<file path="config.mk">
export PLATFORM = sky130hd
export DESIGN_NAME = wrr4
export DESIGN_NICKNAME = d
export VERILOG_FILES = /design/src/rtl/wrr4_pkg.sv /design/src/rtl/wrr4_rr_pick4.sv /design/src/rtl/wrr4.sv
export SDC_FILE = /design/constraint.sdc
export NUM_CORES = 1
export LEC_CHECK = 0
export CAP_MARGIN = 20
export CORE_ASPECT_RATIO = 0.75
export CORE_MARGIN = 2
export CORE_UTILIZATION = 45
export CTS_BUF_LIST = sky130_fd_sc_hd__clkbuf_4 sky130_fd_sc_hd__clkbuf_8 sky130_fd_sc_hd__clkbuf_16
export CTS_CLUSTER_SIZE = 24
export DETAILED_ROUTE_END_ITERATION = 7
export PLACE_DENSITY = 0.92
export SYNTH_ARGS = -nofsm -noshare
export SYNTH_HDL_FRONTEND = slang
export SYNTH_HIERARCHICAL = 1
export SYNTH_SLANG_ARGS = --single-unit
export TNS_END_PERCENT = 5
</file>
<file path="constraint.sdc">
create_clock -name clk -period 6.8 [get_ports clk]
set_clock_uncertainty 0.1 [all_clocks]
set_input_delay 2.04 -clock clk [delete_from_list [all_inputs] [get_ports clk]]
set_output_delay 2.04 -clock clk [all_outputs]
set_load 0.005 [all_outputs]
</file>
<file path="src/rtl/wrr4_pkg.sv">
// Shared arbiter types: grant FSM encoding and port-index width.
// Used by wrr4 and the other packet arbiters in this slice.
package wrr4_pkg;

   localparam int IDX_W = 2;
   localparam int NPORT = 4;

   typedef logic [IDX_W-1:0] idx_t;

   typedef enum logic [1:0] {
      IDLE  = 2'd0,
      BURST = 2'd1,
      HOLD  = 2'd2
   } arb_state_e;

endpackage

</file>
<file path="src/rtl/wrr4_rr_pick4.sv">
// Rotating-priority pick over four requests.
// Search order is ptr+1, ptr+2, ptr+3, ptr (mod 4).
module rr_pick4
   import wrr4_pkg::*;
(
   input  logic [3:0] req,
   input  idx_t       ptr,
   output logic       hit,
   output idx_t       idx
);

   idx_t cand;

   always_comb begin
      hit  = 1'b0;
      idx  = ptr;
      cand = ptr;
      for (int k = 1; k <= 4; k++) begin
         cand = ptr + idx_t'(k);
         if (!hit && req[cand]) begin
            hit = 1'b1;
            idx = cand;
         end
      end
   end

endmodule

</file>
<file path="src/rtl/wrr4.sv">
// Four-input weighted round-robin packet arbiter.
// Each grant carries a packet quota loaded from wN.
module wrr4
   import wrr4_pkg::*;
#(
   parameter int DATA_WIDTH   = 8,
   parameter int WEIGHT_WIDTH = 4
) (
   input  logic                    clk,
   input  logic                    rst,
   input  logic [DATA_WIDTH-1:0]   s0_TDATA,
   input  logic                    s0_TVALID,
   output logic                    s0_TREADY,
   input  logic                    s0_TLAST,
   input  logic [DATA_WIDTH-1:0]   s1_TDATA,
   input  logic                    s1_TVALID,
   output logic                    s1_TREADY,
   input  logic                    s1_TLAST,
   input  logic [DATA_WIDTH-1:0]   s2_TDATA,
   input  logic                    s2_TVALID,
   output logic                    s2_TREADY,
   input  logic                    s2_TLAST,
   input  logic [DATA_WIDTH-1:0]   s3_TDATA,
   input  logic                    s3_TVALID,
   output logic                    s3_TREADY,
   input  logic                    s3_TLAST,
   input  logic [WEIGHT_WIDTH-1:0] w0,
   input  logic [WEIGHT_WIDTH-1:0] w1,
   input  logic [WEIGHT_WIDTH-1:0] w2,
   input  logic [WEIGHT_WIDTH-1:0] w3,
   output logic [DATA_WIDTH-1:0]   o_TDATA,
   output logic                    o_TVALID,
   input  logic                    o_TREADY,
   output logic                    o_TLAST,
   output logic [1:0]              o_TDEST
);

   typedef logic [DATA_WIDTH-1:0]   data_t;
   typedef logic [WEIGHT_WIDTH-1:0] wgt_t;

   data_t            s_data [NPORT];
   wgt_t             w_a    [NPORT];
   logic [NPORT-1:0] s_valid, s_last, s_ready, req;

   assign s_data = '{s0_TDATA, s1_TDATA, s2_TDATA, s3_TDATA};
   assign w_a    = '{w0, w1, w2, w3};
   assign s_valid = {s3_TVALID, s2_TVALID, s1_TVALID, s0_TVALID};
   assign s_last  = {s3_TLAST, s2_TLAST, s1_TLAST, s0_TLAST};

   arb_state_e state_q, state_d;
   idx_t       ptr_q, ptr_d;
   idx_t       grant_q, grant_d;
   wgt_t       credit_q, credit_d;
   data_t      odata_q, odata_d;
   logic       ovalid_q, ovalid_d;
   logic       olast_q, olast_d;
   idx_t       odest_q, odest_d;

   logic pick_hit;
   idx_t pick_idx;
   logic out_free, g_valid, g_last, acc;

   always_comb begin
      for (int n = 0; n < NPORT; n++)
         req[n] = s_valid[n] && (w_a[n] != '0);
   end

   rr_pick4 u_pick (
      .req (req),
      .ptr (ptr_q),
      .hit (pick_hit),
      .idx (pick_idx)
   );

   assign out_free = !ovalid_q || o_TREADY;
   assign g_valid  = s_valid[grant_q];
   assign g_last   = s_last[grant_q];

   always_comb begin
      s_ready = '0;
      if (state_q != IDLE && out_free)
         s_ready[grant_q] = 1'b1;
   end

   assign acc = s_ready[grant_q] && g_valid;

   always_comb begin
      state_d  = state_q;
      ptr_d    = ptr_q;
      grant_d  = grant_q;
      credit_d = credit_q;
      odata_d  = odata_q;
      ovalid_d = ovalid_q;
      olast_d  = olast_q;
      odest_d  = odest_q;

      if (acc) begin
         odata_d  = s_data[grant_q];
         olast_d  = g_last;
         odest_d  = grant_q;
         ovalid_d = 1'b1;
      end else if (o_TREADY) begin
         ovalid_d = 1'b0;
      end

      unique case (state_q)
         IDLE: begin
            if (pick_hit) begin
               grant_d  = pick_idx;
               credit_d = w_a[pick_idx];
               state_d  = BURST;
            end
         end
         BURST, HOLD: begin
            if (acc && g_last) begin
               credit_d = credit_q - wgt_t'(1);
               if (credit_q == wgt_t'(1)) begin
                  state_d = IDLE;
                  ptr_d   = grant_q;
               end else begin
                  state_d = HOLD;
               end
            end else if (acc) begin
               state_d = BURST;
            end else if (state_q == HOLD && !g_valid) begin
               // source went quiet at a boundary: forfeit the rest
               state_d  = IDLE;
               ptr_d    = grant_q;
               credit_d = '0;
            end
         end
         default: state_d = IDLE;
      endcase
   end

   always_ff @(posedge clk or negedge rst) begin
      if (!rst) begin
         state_q  <= IDLE;
         ptr_q    <= idx_t'(3);
         grant_q  <= '0;
         credit_q <= '0;
         odata_q  <= '0;
         ovalid_q <= 1'b0;
         olast_q  <= 1'b0;
         odest_q  <= '0;
      end else begin
         state_q  <= state_d;
         ptr_q    <= ptr_d;
         grant_q  <= grant_d;
         credit_q <= credit_d;
         odata_q  <= odata_d;
         ovalid_q <= ovalid_d;
         olast_q  <= olast_d;
         odest_q  <= odest_d;
      end
   end

   assign s0_TREADY = s_ready[0];
   assign s1_TREADY = s_ready[1];
   assign s2_TREADY = s_ready[2];
   assign s3_TREADY = s_ready[3];

   assign o_TDATA  = odata_q;
   assign o_TVALID = ovalid_q;
   assign o_TLAST  = olast_q;
   assign o_TDEST  = odest_q;

endmodule

</file>
==> flow_metrics.env, run 1 <==
export IMPL_grt_overflow=0
export IMPL_wl_per_cell_um=16.3
export IMPL_nNetsFinal=278
export IMPL_whs_endpoint="o_TLAST$_DFFE_PN0P_"
export IMPL_tightest_slew_ns=0.709
export IMPL_postCtsSetupRepairBufs=0
export IMPL_clk_pin_slew_ns=0.08
export IMPL_synth_xor_area_share_pct=0
export IMPL_cts_hold_buf=0
export IMPL_drive_gt1_share_pct=13.6
export IMPL_grt_usage_pct=22.7
export IMPL_crit_family="buffers and inverters"
export IMPL_wl_um=4320
export IMPL_met3_usage_pct=6.46
export IMPL_yosys_top_cells_area="dfrtp_1, mux4_2, mux4_1"
export IMPL_synth_simple_area_share_pct=12.6
export IMPL_fmax_ghz=0.180
export IMPL_dieHeight_um=56.5
export IMPL_maxCapViolCount=0
export IMPL_grt_max_degree=23
export IMPL_synth_seq_area_share_pct=33.4
export IMPL_dpl_cell_area_um2=2420
export IMPL_total_leakage_power_nw=0.991
export IMPL_fin_crit_ns=5.56
export IMPL_final_cell_area_um2=2480
export IMPL_hp_start="o_TLAST$_DFFE_PN0P_"
export IMPL_drt_iter0_markers=62
export IMPL_gp_congestion=0.893
export IMPL_hold_class="reg2reg"
export IMPL_synth_top_area_share_pct=30.2
export IMPL_final_common_cell="clkdlybuf4s50_1"
export IMPL_arrival_ns=3.42
export IMPL_grt_pass1_vias=1603
export IMPL_min_period_over_period_pct=81.8
export IMPL_yosys_area_share_adder_pct=3.78
export IMPL_slew_headroom_pct=52.8
export IMPL_path_buf_inv=2
export IMPL_cp_required_ns=4.66
export IMPL_grt_pass1_wl_um=7250
export IMPL_setup_viol=0
export IMPL_antenna_found_initial=0
export IMPL_synth_seq_cells=22
export IMPL_powerDensity_nw_per_um2=357
export IMPL_crit_path_end_kind="primary output"
export IMPL_netlist_area_um2=1660
export IMPL_async_reset_ff_share_pct=100
export IMPL_r2r_start="grant_q[0]$_DFFE_PN0P_"
export IMPL_dieArea_um2=4190
export IMPL_vias=1510
export IMPL_portBuffers=74
export IMPL_syn2layout_area_growth_pct=49.8
export IMPL_synth_top_family_by_area="multiplexers"
export IMPL_yosys_mux_area_fraction_pct=31.0
export IMPL_antenna_cells=0
export IMPL_crit_chain="clkdlybuf4s50_1, nor2b_1, nor2_1, nand2_1, nor2_1, clkdlybuf4s50_1"
export IMPL_cts_buffers=3
export IMPL_reg2reg_depth=4
export IMPL_synth_largest_area_cell="dfrtp_1"
export IMPL_syn_inst=141
export IMPL_yosys_warnings=6
export IMPL_synth_compound_area_share_pct=13.7
export IMPL_avgSynthCellArea_um2=11.7
export IMPL_cpPeakStageDelay_ns=0.51
export IMPL_drc=0
export IMPL_reg2reg_slack_ns=4.07
export IMPL_synth_edff_count=0
export IMPL_cts_sinks=22
export IMPL_cp_slowest_cell="clkdlybuf4s50_1"
export IMPL_io_pins=75
export IMPL_clk_latency_ns=0.27
export IMPL_use_met2_pct=36.6
export IMPL_ant_nets=0
export IMPL_crit_type="in2out"
export IMPL_rows=19
export IMPL_slew_violations=0
export IMPL_crit_path_start_kind="input pin"
export IMPL_met1_usage_pct=29.6
export IMPL_hold_depth=2
export IMPL_dpl_hpwl_um=3410
export IMPL_avgViaCountPerCell=5.70
export IMPL_grt_busiest_layer="met2"
export IMPL_cts_tree="yes"
export IMPL_clock_path_buffers=2
export IMPL_peakVddDrop_mv=0.248
export IMPL_r2r_end="credit_q[0]$_DFFE_PN0P_"
export IMPL_synth_ff_type="dfrtp_1"
export IMPL_core_region_area_um2=3590
export IMPL_status="finished, final reports clean"
export IMPL_yosysUniqueCellTypes=44
export IMPL_critPathMaxFanout=3
export IMPL_rsz0062_at_grt="no"
export IMPL_syn_nets=205
export IMPL_initial_utilization_pct=46.1
export IMPL_fin_setup_tns_ns=0
export IMPL_hold_viol_final=0
export IMPL_cts_htree_levels=1
export IMPL_die_x_um=74.1
export IMPL_final_cell_mix="clkdlybuf4s50_1, dfrtp_1, inv_1"
export IMPL_post_cts_resized=0
export IMPL_clockRootBuffer="clkbuf_8"
export IMPL_first_pass_iters=4
## worst max path at each step
stage	start	to	slack, ns	depth (start not counted)
2_1_floorplan	o_TREADY	s3_TREADY	2.22	3
5_1_grt	o_TREADY	s1_TREADY	1.12	6
3_3_place_gp	o_TREADY	s1_TREADY	1.28	6
6_report	o_TREADY	s1_TREADY	1.24	6
3_5_place_dp	o_TREADY	s1_TREADY	1.24	6
4_1_cts	o_TREADY	s1_TREADY	1.23	6
## tightest hold or removal path: cells and delay by family, from the launching register on
family,cells,cell delay [ns]
flip-flops,1,0.35
AND/OR/NAND/NOR,2,0.11
## kinds of logic (layout without fill, tap and decap cells)
logic type,Yosys count,count (layout)
fa+ha+maj,5,5
flops,22,22
simple gates,39,39
mux,30,30
buf+inv,20,92
compound gates,25,25
## power breakdown
part	total (mW)	switching, mW	internal (mW)
clock	0.0886	0.0427	0.0459
sequential	0.271	0.0750	0.196
combinational	0.526	0.215	0.312
## flip-flops by register name (all words and copies together), names as in the netlist
name,count
o_TDEST,2
grant_q,2
o_TVALID,1
o_TLAST,1
o_TDATA,8
state_q,2
credit_q,4
ptr_q,2
## cell usage after synthesis (3+ instances only)
cell / instances
ha_1: 5
nand3_1: 4
dfrtp_1: 20
mux4_1: 5
mux2_2: 11
nor2_1: 3
o41a_1: 4
mux4_2: 9
nand2b_1: 4
inv_1: 13
mux2i_1: 4
nand2_1: 12
## area by class of cell
class                           instances  area, um2
Fill cell                             266       1110
Inverter                               13       48.8
Timing Repair Buffer                   75        756
Multi-Input combinational cell         99       1010
Sequential cell                        22        553
Tap cell                               52       65.1
Clock buffer                            4       48.8
## metrics by stage
stage / std cells / utilization, % / hold slack [ns] / power [mW] / setup WS [ns]
after global placement: 260 / 67.4 / 0.366 / 0.774 / 1.28
after floorplan: 141 / - / 0.371 / 0.606 / 2.22
after CTS: 264 / 68.7 / 0.390 / 0.887 / 1.23
final: 265 / 69.2 / 0.385 / 0.885 / 1.24
after global routing: 265 / 69.2 / 0.432 / 0.946 / 1.12
after detailed placement: 260 / 67.4 / 0.371 / 0.794 / 1.24
## layer usage
metal  vias to the layer above  part of all wire, %
li1                        702                    -
met1                       740                   43
met2                        58                   49
met3                        10                  6.0
met4                         0                  2.2
met5                         -                    0
Note: power is estimated with default switching activity, not from simulation.
==> inputs of run 2 (changes only) <==
--- a/config.mk
+++ b/config.mk
@@ -8,11 +8,11 @@
 export CAP_MARGIN = 20
 export CORE_ASPECT_RATIO = 0.75
 export CORE_MARGIN = 2
-export CORE_UTILIZATION = 45
+export CORE_UTILIZATION = 38
 export CTS_BUF_LIST = sky130_fd_sc_hd__clkbuf_4 sky130_fd_sc_hd__clkbuf_8 sky130_fd_sc_hd__clkbuf_16
 export CTS_CLUSTER_SIZE = 24
 export DETAILED_ROUTE_END_ITERATION = 7
-export PLACE_DENSITY = 0.92
+export PLACE_DENSITY = 0.83
 export SYNTH_ARGS = -nofsm -noshare
 export SYNTH_HDL_FRONTEND = slang
 export SYNTH_HIERARCHICAL = 1
==> constraint.sdc (replaced) <==
create_clock -name clk -period 4.6 [get_ports clk]
set_clock_uncertainty 0.1 [all_clocks]
set_input_delay 1.38 -clock clk [delete_from_list [all_inputs] [get_ports clk]]
set_output_delay 1.38 -clock clk [all_outputs]
set_load 0.005 [all_outputs]
==> flow_metrics.env, run 2 (synthesis results as in run 1) <==
export IMPL_slew_violations=0
export IMPL_drt_iter0_markers=53
export IMPL_rows=20
export IMPL_final_cell_area_um2=2490
export IMPL_antenna_found_initial=0
export IMPL_fin_setup_tns_ns=0
export IMPL_grt_overflow=0
export IMPL_avgViaCountPerCell=5.53
export IMPL_hold_depth=2
export IMPL_cp_required_ns=3.12
export IMPL_crit_path_end_kind="primary output"
export IMPL_clk_pin_slew_ns=0.07
export IMPL_drc=0
export IMPL_dieArea_um2=4910
export IMPL_min_period_over_period_pct=91.6
export IMPL_cts_tree="yes"
export IMPL_total_leakage_power_nw=0.994
export IMPL_grt_pass1_vias=1468
export IMPL_drive_gt1_share_pct=13.2
export IMPL_clock_path_buffers=2
export IMPL_dpl_worst_slack_ns=0.380
export IMPL_cts_hold_buf=0
export IMPL_tightest_slew_ns=0.935
export IMPL_clk_latency_ns=0.27
export IMPL_cts_sinks=22
export IMPL_dpl_cell_area_um2=2420
export IMPL_grt_pass1_wl_um=6680
export IMPL_grt_usage_pct=17.7
export IMPL_hold_class="reg2reg"
export IMPL_initial_utilization_pct=40.1
export IMPL_dieHeight_um=61.2
export IMPL_arrival_ns=2.73
export IMPL_cts_htree_levels=1
export IMPL_portBuffers=74
export IMPL_largest_register_ffs=8
export IMPL_maxCapViolCount=0
export IMPL_setup_viol=0
export IMPL_p_total_mw=1.34
export IMPL_ant_nets=0
export IMPL_powerDensity_nw_per_um2=537
export IMPL_wl_per_cell_um=15.2
export IMPL_cts_buffers=3
export IMPL_reg2reg_depth=4
export IMPL_fin_crit_ns=4.21
export IMPL_syn2layout_area_growth_pct=50.5
export IMPL_clockRootBuffer="clkbuf_8"
export IMPL_vias=1477
export IMPL_fmax_ghz=0.237
export IMPL_core_region_area_um2=4130
export IMPL_antenna_cells=0
export IMPL_io_pins=75
export IMPL_hold_viol_final=0
export IMPL_dpl_hpwl_um=3350
export IMPL_die_x_um=80.2
export IMPL_final_cell_mix="clkdlybuf4s50_1, dfrtp_1, inv_1"
export IMPL_reg2reg_slack_ns=1.89
export IMPL_postCtsSetupRepairBufs=0
export IMPL_fin_util_pct=60.4
export IMPL_rsz0062_at_grt="no"
export IMPL_crit_type="in2out"
export IMPL_grt_max_degree=23
export IMPL_crit_path_start_kind="input pin"
export IMPL_status="finished, final reports clean"
export IMPL_peakVddDrop_mv=0.234
export IMPL_nNetsFinal=277
export IMPL_first_pass_iters=4
export IMPL_slew_headroom_pct=37.5
export IMPL_fillers=348
export IMPL_post_cts_resized=0
export IMPL_critPathMaxFanout=3
export IMPL_gp_congestion=0.852
export IMPL_fin_ws_ns=0.385
export IMPL_wl_um=4050
export IMPL_final_common_cell="clkdlybuf4s50_1"
[run 2: cell types whose count changed in the layout (fill, tap and decap cells not counted)]
cell / change
buf_8: -1
bufinv_16: +1
clkbuf_4: -1
[run 2: metal layers]
layer  share of wire (%)  GRT usage, %  up-vias
met5                   0             0        -
met4                0.77          2.91        0
met3                 6.9          5.28        4
met2                  50          31.8       56
met1                  43          22.0      721
li1                    -             -      696
[run 2: layout make-up]
type                            count  area [um2]  area share [%]
Clock buffer                        3        41.3            1.66
Clock inverter                      1        30.0            1.20
Inverter                           13        48.8            1.96
Multi-Input combinational cell     99        1010            40.5
Sequential cell                    22         553            22.2
Tap cell                           55        68.8            2.76
Timing Repair Buffer               74         741            29.7
[run 2: path summary, 6_finish.rpt]
check / end / from
max: s1_TREADY / o_TREADY
min: o_TLAST$_DFFE_PN0P_ / o_TLAST$_DFFE_PN0P_
max reg2reg: credit_q[0]$_DFFE_PN0P_ / grant_q[0]$_DFFE_PN0P_
min reg2reg: o_TLAST$_DFFE_PN0P_ / o_TLAST$_DFFE_PN0P_
max in group asynchronous: state_q[0]$_DFFE_PN0P_ / rst
min in group asynchronous: o_TDEST[0]$_DFFE_PN0P_ / rst
[run 2: per-stage QoR]
| stage | hold slack (ns) | cells |
|---|---|---|
| after global routing | 0.429 | 267 |
| after global placement | 0.371 | 263 |
| after detailed placement | 0.370 | 263 |
| after floorplan | 0.371 | 141 |
| final | 0.391 | 267 |
| after CTS | 0.403 | 267 |
[run 2: report_power, final]
group | switching (mW) | leakage, nW | internal (mW)
Clock | 0.0621 | 0.0357 | 0.116
Sequential | 0.107 | 0.265 | 0.289
Combinational | 0.305 | 0.692 | 0.459
[run 2: critical path: stages]
cell	delay (ns)
clkdlybuf4s50_1	0.47
nor2b_1	0.07
nor2_1	0.12
nand2_1	0.08
nor2_1	0.12
clkdlybuf4s50_1	0.51
==> inputs of run 3 (changes only) <==
--- a/config.mk
+++ b/config.mk
@@ -8,11 +8,11 @@
 export CAP_MARGIN = 20
 export CORE_ASPECT_RATIO = 0.75
 export CORE_MARGIN = 2
-export CORE_UTILIZATION = 38
-export CTS_BUF_LIST = sky130_fd_sc_hd__clkbuf_4 sky130_fd_sc_hd__clkbuf_8 sky130_fd_sc_hd__clkbuf_16
+export CORE_UTILIZATION = 39
+export CTS_BUF_LIST = sky130_fd_sc_hd__clkbuf_8
 export CTS_CLUSTER_SIZE = 24
 export DETAILED_ROUTE_END_ITERATION = 7
-export PLACE_DENSITY = 0.83
+export PLACE_DENSITY = 0.85
 export SYNTH_ARGS = -nofsm -noshare
 export SYNTH_HDL_FRONTEND = slang
 export SYNTH_HIERARCHICAL = 1
==> constraint.sdc (replaced) <==
create_clock -name clk -period 4.6 [get_ports clk]
set_clock_uncertainty 0.1 [all_clocks]
set_input_delay 0.92 -clock clk [delete_from_list [all_inputs] [get_ports clk]]
set_output_delay 0.92 -clock clk [all_outputs]
set_load 0.005 [all_outputs]
==> flow_metrics.env, run 3 (synthesis results as in run 1) <==
export IMPL_path_buf_inv=1
export IMPL_peakVddDrop_mv=0.234
export IMPL_tightest_slew_ns=0.699
export IMPL_crit_family="compound AO/OA/AOI/OAI gates"
export IMPL_crit_path_end_kind="flip-flop"
export IMPL_final_cell_area_um2=2520
export IMPL_status="finished, final reports clean"
export IMPL_rsz0062_at_grt="no"
export IMPL_vias=1511
export IMPL_crit_path_start_kind="input pin"
export IMPL_cpPeakStageDelay_ns=0.55
export IMPL_maxCapViolCount=0
export IMPL_clock_path_buffers=2
export IMPL_first_pass_iters=4
export IMPL_cts_buffers=3
export IMPL_final_common_cell="clkdlybuf4s50_1"
export IMPL_fmax_ghz=0.300
export IMPL_drc=0
export IMPL_setup_viol=0
export IMPL_fin_util_pct=62.2
export IMPL_largest_register_ffs=8
export IMPL_io_pins=75
export IMPL_grt_usage_pct=19.2
export IMPL_core_region_area_um2=4050
export IMPL_arrival_ns=3.36
export IMPL_antenna_cells=0
export IMPL_portBuffers=74
export IMPL_dieArea_um2=4790
export IMPL_cts_hold_buf=0
export IMPL_grt_overflow=0
export IMPL_cts_htree_levels=1
export IMPL_hold_viol_final=0
export IMPL_hold_class="reg2reg"
export IMPL_cts_tree="yes"
export IMPL_final_cell_mix="clkdlybuf4s50_1, dfrtp_1, inv_1"
export IMPL_postCtsSetupRepairBufs=0
export IMPL_ant_nets=0
export IMPL_holdWs_ns=0.380
export IMPL_wl_per_cell_um=15.5
export IMPL_slew_headroom_pct=53.4
export IMPL_dpl_cell_area_um2=2420
export IMPL_grt_pass1_vias=1543
export IMPL_drt_iter0_markers=102
export IMPL_nNetsFinal=278
export IMPL_fin_crit_ns=3.33
export IMPL_dpl_hpwl_um=3420
export IMPL_wl_um=4160
export IMPL_cts_sinks=22
export IMPL_powerDensity_nw_per_um2=537
export IMPL_grt_pass1_wl_um=7110
export IMPL_min_period_over_period_pct=72.4
export IMPL_crit_chain="clkdlybuf4s50_1, o41a_1, o22ai_1, a221o_1, mux4_2, nor3b_1, a31oi_1, o221ai_1"
export IMPL_fin_setup_tns_ns=0
export IMPL_fillers=330
export IMPL_p_total_mw=1.35
export IMPL_reg2reg_slack_ns=1.89
export IMPL_total_leakage_power_nw=1.01
export IMPL_die_x_um=79.3
export IMPL_dieHeight_um=60.4
export IMPL_gp_congestion=0.854
export IMPL_slew_violations=0
export IMPL_clk_pin_slew_ns=0.08
export IMPL_cp_required_ns=4.63
export IMPL_cp_slowest_cell="mux4_2"
export IMPL_drive_gt1_share_pct=13.6
export IMPL_initial_utilization_pct=40.9
export IMPL_critPathMaxFanout=5
export IMPL_rows=20
export IMPL_post_cts_resized=0
export IMPL_grt_max_degree=23
export IMPL_syn2layout_area_growth_pct=52.2
export IMPL_clockRootBuffer="clkbuf_8"
export IMPL_crit_type="in2reg"
export IMPL_clk_latency_ns=0.27
export IMPL_antenna_found_initial=0
export IMPL_avgViaCountPerCell=5.64
==> run 3: layout make-up <==
cell class | count | area [um2] | area share (%)
Multi-Input combinational cell | 99 | 1010 | 40.1
Timing Repair Buffer | 75 | 768 | 30.5
Sequential cell | 22 | 553 | 21.9
Tap cell | 55 | 68.8 | 2.73
Inverter | 13 | 48.8 | 1.94
Clock buffer | 3 | 41.3 | 1.64
Clock inverter | 1 | 30.0 | 1.19
==> run 3: per-stage QoR <==
stage	setup slack, ns	std cells
3_3_place_gp	1.07	263
4_1_cts	1.27	267
2_1_floorplan	1.59	141
3_5_place_dp	0.992	263
6_report	1.27	268
5_1_grt	1.15	268
==> run 3: report_power, final <==
group	switching, mW	leakage [nW]	internal, mW
Clock	0.0646	0.0357	0.116
Combinational	0.312	0.705	0.462
Sequential	0.109	0.265	0.289
==> run 3: worst paths after layout <==
check                                       start                      end  cells after the start
max reg2reg                grant_q[0]$_DFFE_PN0P_  credit_q[0]$_DFFE_PN0P_                      4
min                           o_TLAST$_DFFE_PN0P_      o_TLAST$_DFFE_PN0P_                      2
min reg2reg                   o_TLAST$_DFFE_PN0P_      o_TLAST$_DFFE_PN0P_                      2
min in group asynchronous                     rst   state_q[0]$_DFFE_PN0P_                      1
max in group asynchronous                     rst     ptr_q[1]$_DFFE_PN1P_                      2
max                                         w0[2]  credit_q[3]$_DFFE_PN0P_                      8
==> run 3: tightest hold or removal path: stages, from the launching register on <==
cell and delay (ns):
dfrtp_1 0.35, nand2_1 0.05, nand2_1 0.05
==> run 3: layer usage <==
metal | GRT usage (%) | part of all wire, % | up-vias
met1 | 24.7 | 41 | 729
met3 | 4.76 | 8.3 | 11
met2 | 33.7 | 50 | 67
met5 | 0 | 0 | -
met4 | 4.43 | 1.4 | 0
li1 | - | - | 704
